==> src/rtl/rtc_calendar.sv <==
// BCD real-time clock/calendar advanced by a tick enable. Supports validated
// external time sync, leap-second insertion and a holdover timeout on sync age.
module rtc_calendar #(
  parameter int TICKS_PER_SEC = 100,
  parameter int SYNC_PHASE    = 7,
  parameter int HOLDOVER_MIN  = 1440
) (
  input  logic       clk,
  input  logic       rst_n,
  input  logic       clk_en,
  input  logic       sync,
  input  logic [7:0] sync_year,
  input  logic [7:0] sync_month,
  input  logic [7:0] sync_day,
  input  logic [7:0] sync_hour,
  input  logic [7:0] sync_minute,
  input  logic [2:0] sync_dow,
  input  logic       leap_announce,
  output logic [7:0] year,
  output logic [7:0] month,
  output logic [7:0] day,
  output logic [7:0] hour,
  output logic [7:0] minute,
  output logic [7:0] second,
  output logic [2:0] dow,
  output logic       sec_pulse,
  output logic       min_pulse,
  output logic       synced,
  output logic       sync_err
);

  localparam int TW = $clog2(TICKS_PER_SEC);
  localparam logic [TW-1:0] LAST_TICK  = TW'(TICKS_PER_SEC - 1);
  localparam logic [TW-1:0] PHASE_LOAD = TW'(SYNC_PHASE);
  localparam logic [15:0]   HOLD_MAX   = 16'(HOLDOVER_MIN);

  logic [TW-1:0] tick;
  logic [15:0]   holdover;
  logic          leap_pending;

  logic          sync_valid;
  logic          last_tick;
  logic [7:0]    sec_wrap_point;
  logic          sec_wrap;
  logic          min_wrap;
  logic          hour_wrap;
  logic          day_wrap;
  logic          month_wrap;

  function automatic logic [7:0] bcd_inc(input logic [7:0] v);
    bcd_inc = (v[3:0] == 4'd9) ? {v[7:4] + 4'd1, 4'd0} : v + 8'd1;
  endfunction

  function automatic logic digits_ok(input logic [7:0] v);
    digits_ok = (v[7:4] <= 4'd9) && (v[3:0] <= 4'd9);
  endfunction

  // Leap years in 00..99: multiples of 4 expressed directly on the BCD digits.
  function automatic logic is_leap(input logic [7:0] y);
    if (!y[4])
      is_leap = (y[3:0] == 4'd0) || (y[3:0] == 4'd4) || (y[3:0] == 4'd8);
    else
      is_leap = (y[3:0] == 4'd2) || (y[3:0] == 4'd6);
  endfunction

  function automatic logic [7:0] days_in(input logic [7:0] m, input logic [7:0] y);
    case (m)
      8'h04, 8'h06, 8'h09, 8'h11: days_in = 8'h30;
      8'h02:                      days_in = is_leap(y) ? 8'h29 : 8'h28;
      default:                    days_in = 8'h31;
    endcase
  endfunction

  // With valid digits, BCD values order the same as plain binary, so range
  // checks compare the packed bytes directly.
  always_comb begin
    sync_valid = 1'b0;
    if (digits_ok(sync_year) && digits_ok(sync_month) && digits_ok(sync_day) &&
        digits_ok(sync_hour) && digits_ok(sync_minute))
      sync_valid = (sync_month >= 8'h01) && (sync_month <= 8'h12) &&
                   (sync_day >= 8'h01) &&
                   (sync_day <= days_in(sync_month, sync_year)) &&
                   (sync_hour <= 8'h23) && (sync_minute <= 8'h59) &&
                   (sync_dow != 3'd0);

    last_tick      = (tick == LAST_TICK);
    sec_wrap_point = (leap_pending && minute == 8'h59) ? 8'h60 : 8'h59;
    sec_wrap       = last_tick && (second >= sec_wrap_point);
    min_wrap       = sec_wrap && (minute == 8'h59);
    hour_wrap      = min_wrap && (hour == 8'h23);
    day_wrap       = hour_wrap && (day == days_in(month, year));
    month_wrap     = day_wrap && (month == 8'h12);
  end

  always_ff @(posedge clk or negedge rst_n) begin
    if (!rst_n) begin
      year         <= 8'h00;
      month        <= 8'h01;
      day          <= 8'h01;
      dow          <= 3'd1;
      hour         <= 8'h00;
      minute       <= 8'h00;
      second       <= 8'h00;
      tick         <= '0;
      holdover     <= 16'd0;
      leap_pending <= 1'b0;
      synced       <= 1'b0;
      sec_pulse    <= 1'b0;
      min_pulse    <= 1'b0;
      sync_err     <= 1'b0;
    end else begin
      sec_pulse <= 1'b0;
      min_pulse <= 1'b0;
      sync_err  <= 1'b0;
      if (clk_en) begin
        if (sync && sync_valid) begin
          year         <= sync_year;
          month        <= sync_month;
          day          <= sync_day;
          hour         <= sync_hour;
          minute       <= sync_minute;
          dow          <= sync_dow;
          second       <= 8'h00;
          tick         <= PHASE_LOAD;
          holdover     <= 16'd0;
          synced       <= 1'b1;
          leap_pending <= leap_announce;
        end else begin
          sync_err <= sync;
          if (last_tick) begin
            tick      <= '0;
            sec_pulse <= 1'b1;
            second    <= sec_wrap ? 8'h00 : bcd_inc(second);
          end else begin
            tick <= tick + TW'(1);
          end

          if (sec_wrap)
            leap_pending <= 1'b0;
          else if (leap_announce)
            leap_pending <= 1'b1;

          // Carry chain: each stage only moves when every lower stage wraps.
          if (sec_wrap) begin
            minute    <= min_wrap ? 8'h00 : bcd_inc(minute);
            min_pulse <= 1'b1;
            if (holdover != HOLD_MAX) begin
              holdover <= holdover + 16'd1;
              if (holdover + 16'd1 == HOLD_MAX)
                synced <= 1'b0;
            end
          end
          if (min_wrap)
            hour <= hour_wrap ? 8'h00 : bcd_inc(hour);
          if (hour_wrap) begin
            day <= day_wrap ? 8'h01 : bcd_inc(day);
            dow <= (dow == 3'd7) ? 3'd1 : dow + 3'd1;
          end
          if (day_wrap)
            month <= month_wrap ? 8'h01 : bcd_inc(month);
          if (month_wrap)
            year <= (year == 8'h99) ? 8'h00 : bcd_inc(year);
        end
      end
    end
  end

endmodule

==> config.mk <==
export PLATFORM = sky130hd
export DESIGN_NAME = rtc_calendar
export DESIGN_NICKNAME = d
export VERILOG_FILES = /design/src/rtl/rtc_calendar.sv
export SDC_FILE = /design/constraint.sdc
export NUM_CORES = 1
export LEC_CHECK = 0
export BUFFER_PORTS_ARGS = -buffer_cell sky130_fd_sc_hd__buf_4
export CORE_MARGIN = 2
export CORE_UTILIZATION = 50
export CTS_CLUSTER_SIZE = 14
export DETAILED_ROUTE_END_ITERATION = 16
export PLACE_DENSITY = 0.72
export REMOVE_ABC_BUFFERS = 1
export SYNTH_ARGS = -nofsm -noshare
export SYNTH_HDL_FRONTEND = slang
export SYNTH_SLANG_ARGS = --single-unit
==> constraint.sdc <==
create_clock -name clk -period 5.7 [get_ports clk]
set_input_delay 0.57 -clock clk [delete_from_list [all_inputs] [get_ports clk]]
set_output_delay 0.57 -clock clk [all_outputs]
set_load 0.02 [all_outputs]
== Yosys cells after proc, flatten, opt, wreduce, memory -nomap -nowiden ==
Cells that the tools add are included.

* Bits in registers: 79
* Latch bits: 0
* Memory bits (writable): 0
* Memory bits (read-only): 0
* Input bits: 48
* Output and inout bits: 55
* Word-level logic and storage cells: 189
* Memories kept: 0

* Add/subtract/negate cells: 15
* $mul: 0
* Divide/modulo/power cells: 0
* $lt $le $gt $ge: 17
* Equality and inequality tests: 33
* Shift-type cells: 0
* Mux-type cells: 59
* Bitwise logic cells: 0
* Reduce and logical (&&, ||, !) cells: 51

{| class="wikitable"
|+ Operators by type and width
! cell !! count
|-
| 8-bit 2-to-1 mux || 25
|-
| 8-bit by 1-bit adder with 8-bit output (second input constant) || 6
|-
| 16-bit 2-to-1 mux || 3
|-
| 4-bit less-or-equal comparator (second input constant) || 10
|-
| 4-bit == test (second input constant) || 8
|-
| 8-bit by 3-bit == test with 1-bit output (second input constant) || 4
|-
| 4-bit by 1-bit adder with 4-bit output (second input constant) || 6
|-
| 8-bit by 5-bit == test with 1-bit output (second input constant) || 3
|-
| 1-bit 2-to-1 mux || 23
|-
| 1-bit logical AND || 22
|-
| 5-bit one-hot mux with 2 select lines || 2
|-
| 16-bit by 1-bit adder with 16-bit output (second input constant) || 1
|-
| 16-bit by 11-bit == test with 1-bit output (second input constant) || 1
|-
| 4-bit by 3-bit == test with 1-bit output (second input constant) || 4
|-
| 8-bit by 2-bit == test with 1-bit output (second input constant) || 2
|-
| 8-bit by 4-bit == test with 1-bit output (second input constant) || 2
|-
| 8-bit by 1-bit >= comparator with 1-bit output (second input constant) || 2
|-
| 16-bit by 11-bit != test with 1-bit output (second input constant) || 1
|-
| 2-bit nonzero test || 8
|-
| 7-bit 2-to-1 mux || 2
|-
| 2-bit AND reduction || 7
|-
| 3-bit 2-to-1 mux || 3
|-
| 4-bit by 2-bit == test with 1-bit output (second input constant) || 2
|-
| 8-bit by 6-bit == test with 1-bit output (second input constant) || 1
|-
| other kinds (19) || 27
|}

== Longest topological paths before layout ==
Gate-level depths: netlist of the first run.

* Word-level depth: 19
* Depth in mapped cells: 16
* Mapped depth without buffers: 14

== Least setup slack after synthesis of the first run ==
OpenSTA, ideal clock, no wires.

* Path kind: register to register
* Start: reg minute[0]
* End: reg month[6]
* Setup time: 69 ps
* Data arrival time: 3,334 ps
* Data required time: 5,631 ps
* Setup slack: 2,297 ps
* Cell stages (with the launch flop): 14
* Buffers on the path: 1
* Clock period less this slack: 3,403 ps
* Path through: dfrtp_1 > ha_1 > nand2_1 > nor4_2 > nand2_1 > ha_1 > nand3_1 > o21ai_1 > o2111ai_2 > nor4b_4 > nand2_4 > buf_6 > or4_1 > nand3_1

* Longest elaborated chain between the ends: 12
* Elaborated cells on any way between the ends: 14
* Those cells by class: order compare: 1; eq/ne: 1; mux: 4; reduce/logical: 8

{| class="wikitable"
|+ Ends and longest elaborated chain
! item !! line !! RTL
|-
| start, declared || 23 || <nowiki>output logic [7:0] minute,</nowiki>
|-
| start signal, assigned || 121 || <nowiki>minute <= sync_minute;</nowiki>
|-
| start signal, assigned || 145 || <nowiki>minute <= min_wrap ? 8'h00 : bcd_inc(minute);</nowiki>
|-
| 8-bit by 7-bit == test with 1-bit output * || 87, 89 ||
|-
| 1-bit logical AND || 87 || <nowiki>sec_wrap_point = (leap_pending && minute == 8'h59) ? 8'h60 : 8'h59;</nowiki>
|-
| 6-bit 2-to-1 mux || 87 ||
|-
| 8-bit by 7-bit >= comparator with 1-bit output || 88 || <nowiki>sec_wrap = last_tick && (second >= sec_wrap_point);</nowiki>
|-
| 1-bit logical AND || 88 ||
|-
| 1-bit logical AND * || 89 || <nowiki>min_wrap = sec_wrap && (minute == 8'h59);</nowiki>
|-
| 1-bit logical AND * || 90 || <nowiki>hour_wrap = min_wrap && (hour == 8'h23);</nowiki>
|-
| 1-bit logical AND * || 91 || <nowiki>day_wrap = hour_wrap && (day == days_in(month, year));</nowiki>
|-
| 1-bit logical AND || 92 || <nowiki>month_wrap = day_wrap && (month == 8'h12);</nowiki>
|-
| 8-bit 2-to-1 mux || 160 || <nowiki>month <= month_wrap ? 8'h01 : bcd_inc(month);</nowiki>
|-
| 8-bit 2-to-1 mux || 159 || <nowiki>if (day_wrap)</nowiki>
|-
| 8-bit 2-to-1 mux || 116 || <nowiki>if (sync && sync_valid) begin</nowiki>
|-
| end signal, assigned || 118 || <nowiki>month <= sync_month;</nowiki>
|-
| end signal, assigned || 160 ||
|-
| end, declared || 20 || <nowiki>output logic [7:0] month,</nowiki>
|}

Every way passes the cells marked *; elsewhere a longest branch is shown, timed or not. The select of a mux whose other input is x is not followed.
A chain may end at the register's enable or synchronous reset.

== Final worst setup path of the first run ==
* Start: reg minute[1]
* End: reg hour[3]

* Longest elaborated chain between the ends: 10
* Elaborated cells on any way between the ends: 12
* Those cells by class: order compare: 1; eq/ne: 1; mux: 4; reduce/logical: 6

{| class="wikitable"
|+ Ends and longest elaborated chain
! item !! line !! RTL
|-
| 8-bit by 7-bit == test with 1-bit output * || 87, 89 ||
|-
| 1-bit logical AND || 87 ||
|-
| 6-bit 2-to-1 mux || 87 ||
|-
| 8-bit by 7-bit >= comparator with 1-bit output || 88 ||
|-
| 1-bit logical AND || 88 ||
|-
| 1-bit logical AND * || 89 ||
|-
| 1-bit logical AND || 90 ||
|-
| 8-bit 2-to-1 mux || 154 || <nowiki>hour <= hour_wrap ? 8'h00 : bcd_inc(hour);</nowiki>
|-
| 8-bit 2-to-1 mux || 153 || <nowiki>if (min_wrap)</nowiki>
|-
| 8-bit 2-to-1 mux || 116 ||
|-
| end signal, assigned || 120 || <nowiki>hour <= sync_hour;</nowiki>
|-
| end signal, assigned || 154 ||
|-
| end, declared || 22 || <nowiki>output logic [7:0] hour,</nowiki>
|}

Marks and branches as above.

==> results of run 1 <==
[path summary, 6_finish.rpt]
kind                       slack, ns  cells after the start        end
setup / recovery                1.37                     13    hour[3]
hold / removal                  0.41                      1  second[3]
setup reg to reg                1.37                     13    hour[3]
hold reg to reg                 0.50                      2     dow[0]
max in group asynchronous       4.65                      1     dow[2]
min in group clk                0.47                      3   sync_err
[cell families after synthesis]
group                      Yosys count  share of synthesized area
and+or+nand+nor                    307                      0.277
AOI/OAI and AO/OA                  237                      0.250
DFF                                 79                      0.327
buffers and inverters               68                     0.0477
adders and majority gates           31                     0.0640
muxes                               13                     0.0221
xor gates and xnor gates             9                     0.0130
[sequential cells by signal, indices dropped and copies added (netlist names)]
name          cells
day               8
dow               3
holdover         16
hour              8
leap_pending      1
min_pulse         1
minute            8
month             8
sec_pulse         1
second            8
sync_err          1
synced            1
tick              7
year              8
[worst register-to-register path: stages (launching register included)]
cell and delay (ns):
dfrtp_1 0.41, inv_1 0.08, ha_1 0.16, nand2_1 0.08, nor4_2 0.40, nand2_1 0.18
ha_1 0.30, nor4b_1 0.28, o21ai_1 0.20, o21ai_0 0.66, nor2_1 0.16, o21ai_0 0.96
o21ai_0 0.26, o21ai_0 0.12
[area by class of cell]
type	instances	area share
multi-input combinational	597	0.526
sequential	79	0.275
timing repair buffer	108	0.112
clock buffer	10	0.0318
tap	147	0.0255
clock inverter	6	0.0151
inverter	28	0.0146
[routing by layer]
metal / share of wire / routed length [um]
met3: 0.054 / 996
met5: 0 / 0
met1: 0.45 / 8310
met4: 0.019 / 361
met2: 0.48 / 8950
[report_power, final]
part           internal (W)  leakage (nW)  switching, W
combinational     0.0000783          2.00     0.0000930
sequential         0.000585         0.954     0.0000390
clock              0.000427         0.166      0.000244
[Yosys cell counts (3+ instances only)]
library cell | number | share of area
mux2i_1 | 10 | 0.017
nor2_1 | 53 | 0.033
and2_1 | 5 | 0.0052
buf_1 | 3 | 0.0019
o211ai_1 | 6 | 0.0074
a31oi_1 | 12 | 0.012
nand3_1 | 25 | 0.021
nor2b_1 | 11 | 0.011
a21oi_1 | 48 | 0.040
nand2_1 | 76 | 0.047
clkbuf_1 | 25 | 0.015
buf_2 | 9 | 0.0074
a21o_1 | 3 | 0.0037
nor4_1 | 13 | 0.013
a2bb2oi_1 | 3 | 0.0043
a211oi_1 | 8 | 0.0099
and3_1 | 17 | 0.018
nor4b_1 | 6 | 0.0087
o31ai_1 | 6 | 0.0074
nor3_1 | 24 | 0.020
o21a_1 | 6 | 0.0074
dfrtp_1 | 76 | 0.31
o41ai_1 | 4 | 0.0058
o22ai_1 | 4 | 0.0041
or4_1 | 6 | 0.0074
or3_1 | 14 | 0.014
buf_6 | 3 | 0.0056
xnor2_1 | 7 | 0.010
ha_1 | 31 | 0.064
nand3b_1 | 5 | 0.0062
nand2b_1 | 7 | 0.0072
o21ai_0 | 88 | 0.073
dfstp_2 | 3 | 0.013
inv_1 | 28 | 0.017
a211o_1 | 4 | 0.0058
mux2_2 | 3 | 0.0056
a22o_1 | 8 | 0.012
nand4_1 | 22 | 0.023
nor3b_1 | 5 | 0.0062
[per-stage QoR]
step,hold slack (ns),total power (W),std cells,cell area [um^2],util
3_5_place_dp,0.503,0.000802,959,6870,0.577
4_1_cts,0.455,0.00147,975,7210,0.605
5_1_grt,0.488,0.00152,975,7210,0.605
3_3_place_gp,0.491,0.000796,959,6870,0.577
2_1_floorplan,0.274,0.000716,704,5880,-
6_report,0.406,0.00147,975,7210,0.605
==> results.yml, run 1 <==
run_status:
  status: "completed"
yosys:
  async_reset_ff_frac: 1.00
  synth_edf_count: 0
  synth_warnings: 0
  synth_cell_types: 81
  syn_avg_cell_area_um2: 8.15
  synth_cells: 744
  syn-cell-area_mm2: 0.00606
  ys_ff_latch: 79
  synth-main-ff-cell: "dfrtp_1"
  ys_seq_area_frac: 0.327
clocking:
  path_clk_slew_ns: 0.06
  cts_tree: "yes"
  insertion_delay_ns: 0.35
  ctsHoldBuffers: 0
  cts_max_level: 3
  postCtsSetupBuffers: 0
  clock-sinks: 79
  root_buffer: "clkbuf_16"
  cts_resized: 0
  cts_buffers: 9
  clk_path_buf_depth: 2
worst_setup_path:
  timing.rr.start: "minute[1]"
  cpLargestDelayFamily: "compound AO/OA/AOI/OAI gates"
  path_cells: "inv_1 > ha_1 > nand2_1 > nor4_2 > nand2_1 > ha_1 > nor4b_1 > o21ai_1 > o21ai_0 > nor2_1 > o21ai_0 > o21ai_0 > o21ai_0"
  critical_path.startpoint_type: "flip-flop"
  critPathCaptureType: "flip-flop"
  critPathSlowestCell: "o21ai_0"
  crit_arrival_ns: 4.60
  critPathKind: "reg -> reg"
  cpPeakStageDelay_ns: 0.96
  cp-startpoint: "minute[1]"
  critPathRequiredTime_ns: 5.97
  crit_buf_inv: 1
  path_common_cell: "o21ai_0"
  worstPathMaxFanout: 12
final_layout:
  multi_input_area_mm2: 0.00379
  final_common_cell: "buf_4"
  area_growth_pct: 18.9
  fillCellCount: 1050
  mostFrequentLayoutCells: "108 x buf_4, 87 x o21ai_0, 76 x nand2_1, 76 x dfrtp_1, 53 x nor2_1"
  nets: 902
  regArea_mm2: 0.00198
  drive_gt1_frac: 0.176
  num_antenna_cells: 0
placement:
  io_buffers: 102
  post-dp-hpwl_mm: 13.0
  routabilityCongestion: 0.885
  pre_cts_ws_ns: 1.47
sta:
  fmax_ghz: 0.231
  layout_setup_ws_ns: 1.37
  finalHoldViolations: 0
  drv_slew: 0
  finalCriticalPeriod_ns: 4.33
  final.period_utilization: 0.760
  max_slew_margin: 0.196
  setup_tns_ns: 0
  worst_pin_slew_ns: 1.19
  skew_ns: 0.00473
  rsz0062_at_grt: "no"
  final-setup-viol-count: 0
detailed_routing:
  viasPerCell: 6.43
  drc: 0
  routed_wl_mm: 18.6
  vias: 6266
  firstDrtPassIters: 5
  avgRoutedWirePerCell_um: 19.1
  ant_nets: 0
  initialDrtViolationCount: 644
grt:
  grtUsageMet1: 0.400
  track_usage: 0.293
  grt-busiest-layer: "met2"
  use_met3: 0.0355
  grt_max_degree: 80
  antenna_found_initial: 0
  met2_usage: 0.479
  grt_pass1_vias: 6012
  grt_pass1_wl_mm: 30.4
  overflow: 0
floorplanning:
  dieArea_mm2: 0.0130
  io_pins: 103
  die_h_um: 114
  die_w_um: 114
  rows: 40
  initial_utilization: 0.509
  design.core.area_mm2: 0.0119
power_and_ir_drop:
  peakVddDrop_uv: 150
  power_leakage_nw: 3.12
  power.density_mw_per_mm2: 203
min_path:
  hold_class: "in -> async"
run:
  cap_violations: 0
Power figures use the tool's default switching activity.
==> run 2, diff against run 1 <==
--- a/config.mk
+++ b/config.mk
@@ -10,7 +10,7 @@
 export CORE_UTILIZATION = 50
 export CTS_CLUSTER_SIZE = 14
 export DETAILED_ROUTE_END_ITERATION = 16
-export PLACE_DENSITY = 0.72
+export PLACE_DENSITY = 0.75
 export REMOVE_ABC_BUFFERS = 1
 export SYNTH_ARGS = -nofsm -noshare
 export SYNTH_HDL_FRONTEND = slang
==> constraint.sdc (replaced) <==
create_clock -name clk -period 3.9 [get_ports clk]
set_input_delay 0.39 -clock clk [delete_from_list [all_inputs] [get_ports clk]]
set_output_delay 0.39 -clock clk [all_outputs]
set_load 0.02 [all_outputs]
==> run 2 against run 1 <==
Clock power rose by 32%. Sequential share of layout area decreased by 0.30 points. Sequential power is 46% higher. Setup slack worse by 1.1 ns. Non-clock buffer count grew 15. Cell count up 1.5%. Cell area grew 1.1%.
==> results.yml, run 2 (synthesis gave the netlist of run 1 again) <==
power_and_ir_drop:
  power_leakage_nw: 3.18
  pwr-share-comb: 0.123
  power.density_mw_per_mm2: 281
  swShare: 0.274
  pwr-share-seq: 0.445
  power.switching_w: 0.000560
  internal_power_w: 0.00149
  peakVddDrop_uv: 158
  p_clk_frac: 0.432
clocking:
  clock-sinks: 79
  clk_path_buf_depth: 2
  root_buffer: "clkbuf_16"
  cts_tree: "yes"
  cts_resized: 0
  cts_max_level: 3
  insertion_delay_ns: 0.35
  path_clk_slew_ns: 0.07
  ctsHoldBuffers: 0
  postCtsSetupBuffers: 0
  cts_buffers: 9
sta:
  final-setup-viol-count: 0
  rsz0062_at_grt: "no"
  max_slew_margin: 0.313
  worst_pin_slew_ns: 1.03
  skew_ns: 0.00844
  finalCriticalPeriod_ns: 3.64
  finalHoldViolations: 0
  drv_slew: 0
  final.period_utilization: 0.934
  setup_tns_ns: 0
  fmax_ghz: 0.275
final_layout:
  area_growth_pct: 20.3
  nets: 917
  fillCellCount: 1053
  mostFrequentLayoutCells: "123 x buf_4, 88 x o21ai_0, 76 x nand2_1, 76 x dfrtp_1, 53 x nor2_1"
  regArea_mm2: 0.00198
  fin_area_mm2: 0.00729
  drive_gt1_frac: 0.192
  final_common_cell: "buf_4"
  top_register: "holdover"
  largest_reg_flops: 16
  multi_input_area_mm2: 0.00379
  num_antenna_cells: 0
floorplanning:
  initial_utilization: 0.509
  io_pins: 103
  design.core.area_mm2: 0.0119
  die_h_um: 114
  rows: 40
  dieArea_mm2: 0.0130
  die_w_um: 114
placement:
  io_buffers: 102
  placed_area_mm2: 0.00699
  post-dp-hpwl_mm: 13.3
  routabilityCongestion: 0.934
worst_setup_path:
  worstPathMaxFanout: 9
  crit_buf_inv: 1
  cpPeakStageDelay_ns: 0.45
  critPathSlowestCell: "o2111ai_1"
  critPathCaptureType: "flip-flop"
  critPathKind: "reg -> reg"
  timing.rr.start: "minute[1]"
  critPathRequiredTime_ns: 4.17
  path_common_cell: "nand2_1"
  critical_path.startpoint_type: "flip-flop"
  crit_arrival_ns: 3.91
  cpLargestDelayFamily: "simple AND/OR/NAND/NOR gates"
  path_cells: "inv_1 > ha_1 > nand2_1 > nor4_2 > nand2_1 > ha_1 > nor4b_1 > o21ai_1 > o2111ai_1 > a21bo_2 > nand2_1 > mux2_2 > o21ai_0"
  cp-startpoint: "minute[1]"
grt:
  grt_pass1_wl_mm: 30.4
  antenna_found_initial: 0
  grt_pass1_vias: 6241
  overflow: 0
  track_usage: 0.292
  grt_max_degree: 80
detailed_routing:
  firstDrtPassIters: 5
  drc: 0
  vias: 6451
  viasPerCell: 6.52
  routed_wl_mm: 18.4
  ant_nets: 0
  avgRoutedWirePerCell_um: 18.6
  initialDrtViolationCount: 501
min_path:
  hold_class: "in -> async"
run:
  cap_violations: 0
run_status:
  status: "completed"
## run 2: changes by cell type in the layout (fill, tap and decap cells not counted), sizes merged
cell,change
buf,+15
bufinv,-2
inv,+2
## run 2: worst paths after layout
kind	to	slack (ns)	cells past startpoint
setup / recovery	day[1]	0.26	13
hold / removal	tick[5]	0.22	1
setup reg to reg	day[1]	0.26	13
hold reg to reg	dow[0]	0.51	2
max in group asynchronous	day[3]	3.02	1
min in group clk	sync_err	0.29	3
## run 2: through the flow
stage          hold slack (ns)  setup slack (ns)  std cells  total power [W]   util
2_1_floorplan           0.0944             0.201        704          0.00105      -
3_3_place_gp             0.489             0.389        974          0.00116  0.586
3_5_place_dp             0.513             0.259        974          0.00118  0.586
4_1_cts                  0.257             0.315        990          0.00206  0.612
5_1_grt                  0.297            0.0149        990          0.00214  0.612
6_report                 0.222             0.258        990          0.00205  0.612
## run 2: final cells by class
class | instances | area share
well taps | 147 | 0.0252
clock buffers | 10 | 0.0328
multi-input cells | 597 | 0.520
clock inverters | 6 | 0.00910
flip-flops and latches | 79 | 0.272
inverters | 28 | 0.0144
repair buffers | 123 | 0.127
## run 2: power groups by stage
stage          clock [W]  combinational, W  sequential [W]
3_3_place_gp           0          0.000241        0.000922
4_1_cts         0.000892          0.000253        0.000911
6_report        0.000884          0.000252        0.000911
5_1_grt         0.000940          0.000284        0.000917
3_5_place_dp           0          0.000251        0.000925
2_1_floorplan          0          0.000126        0.000920
## run 2: layer usage
metal / routed length [um] / track usage / up-vias
li1: - / - / 2981
met5: 0 / 0 / -
met3: 1310 / 0.0434 / 41
met1: 7760 / 0.389 / 3142
met4: 567 / 0.146 / 0
met2: 8810 / 0.467 / 287
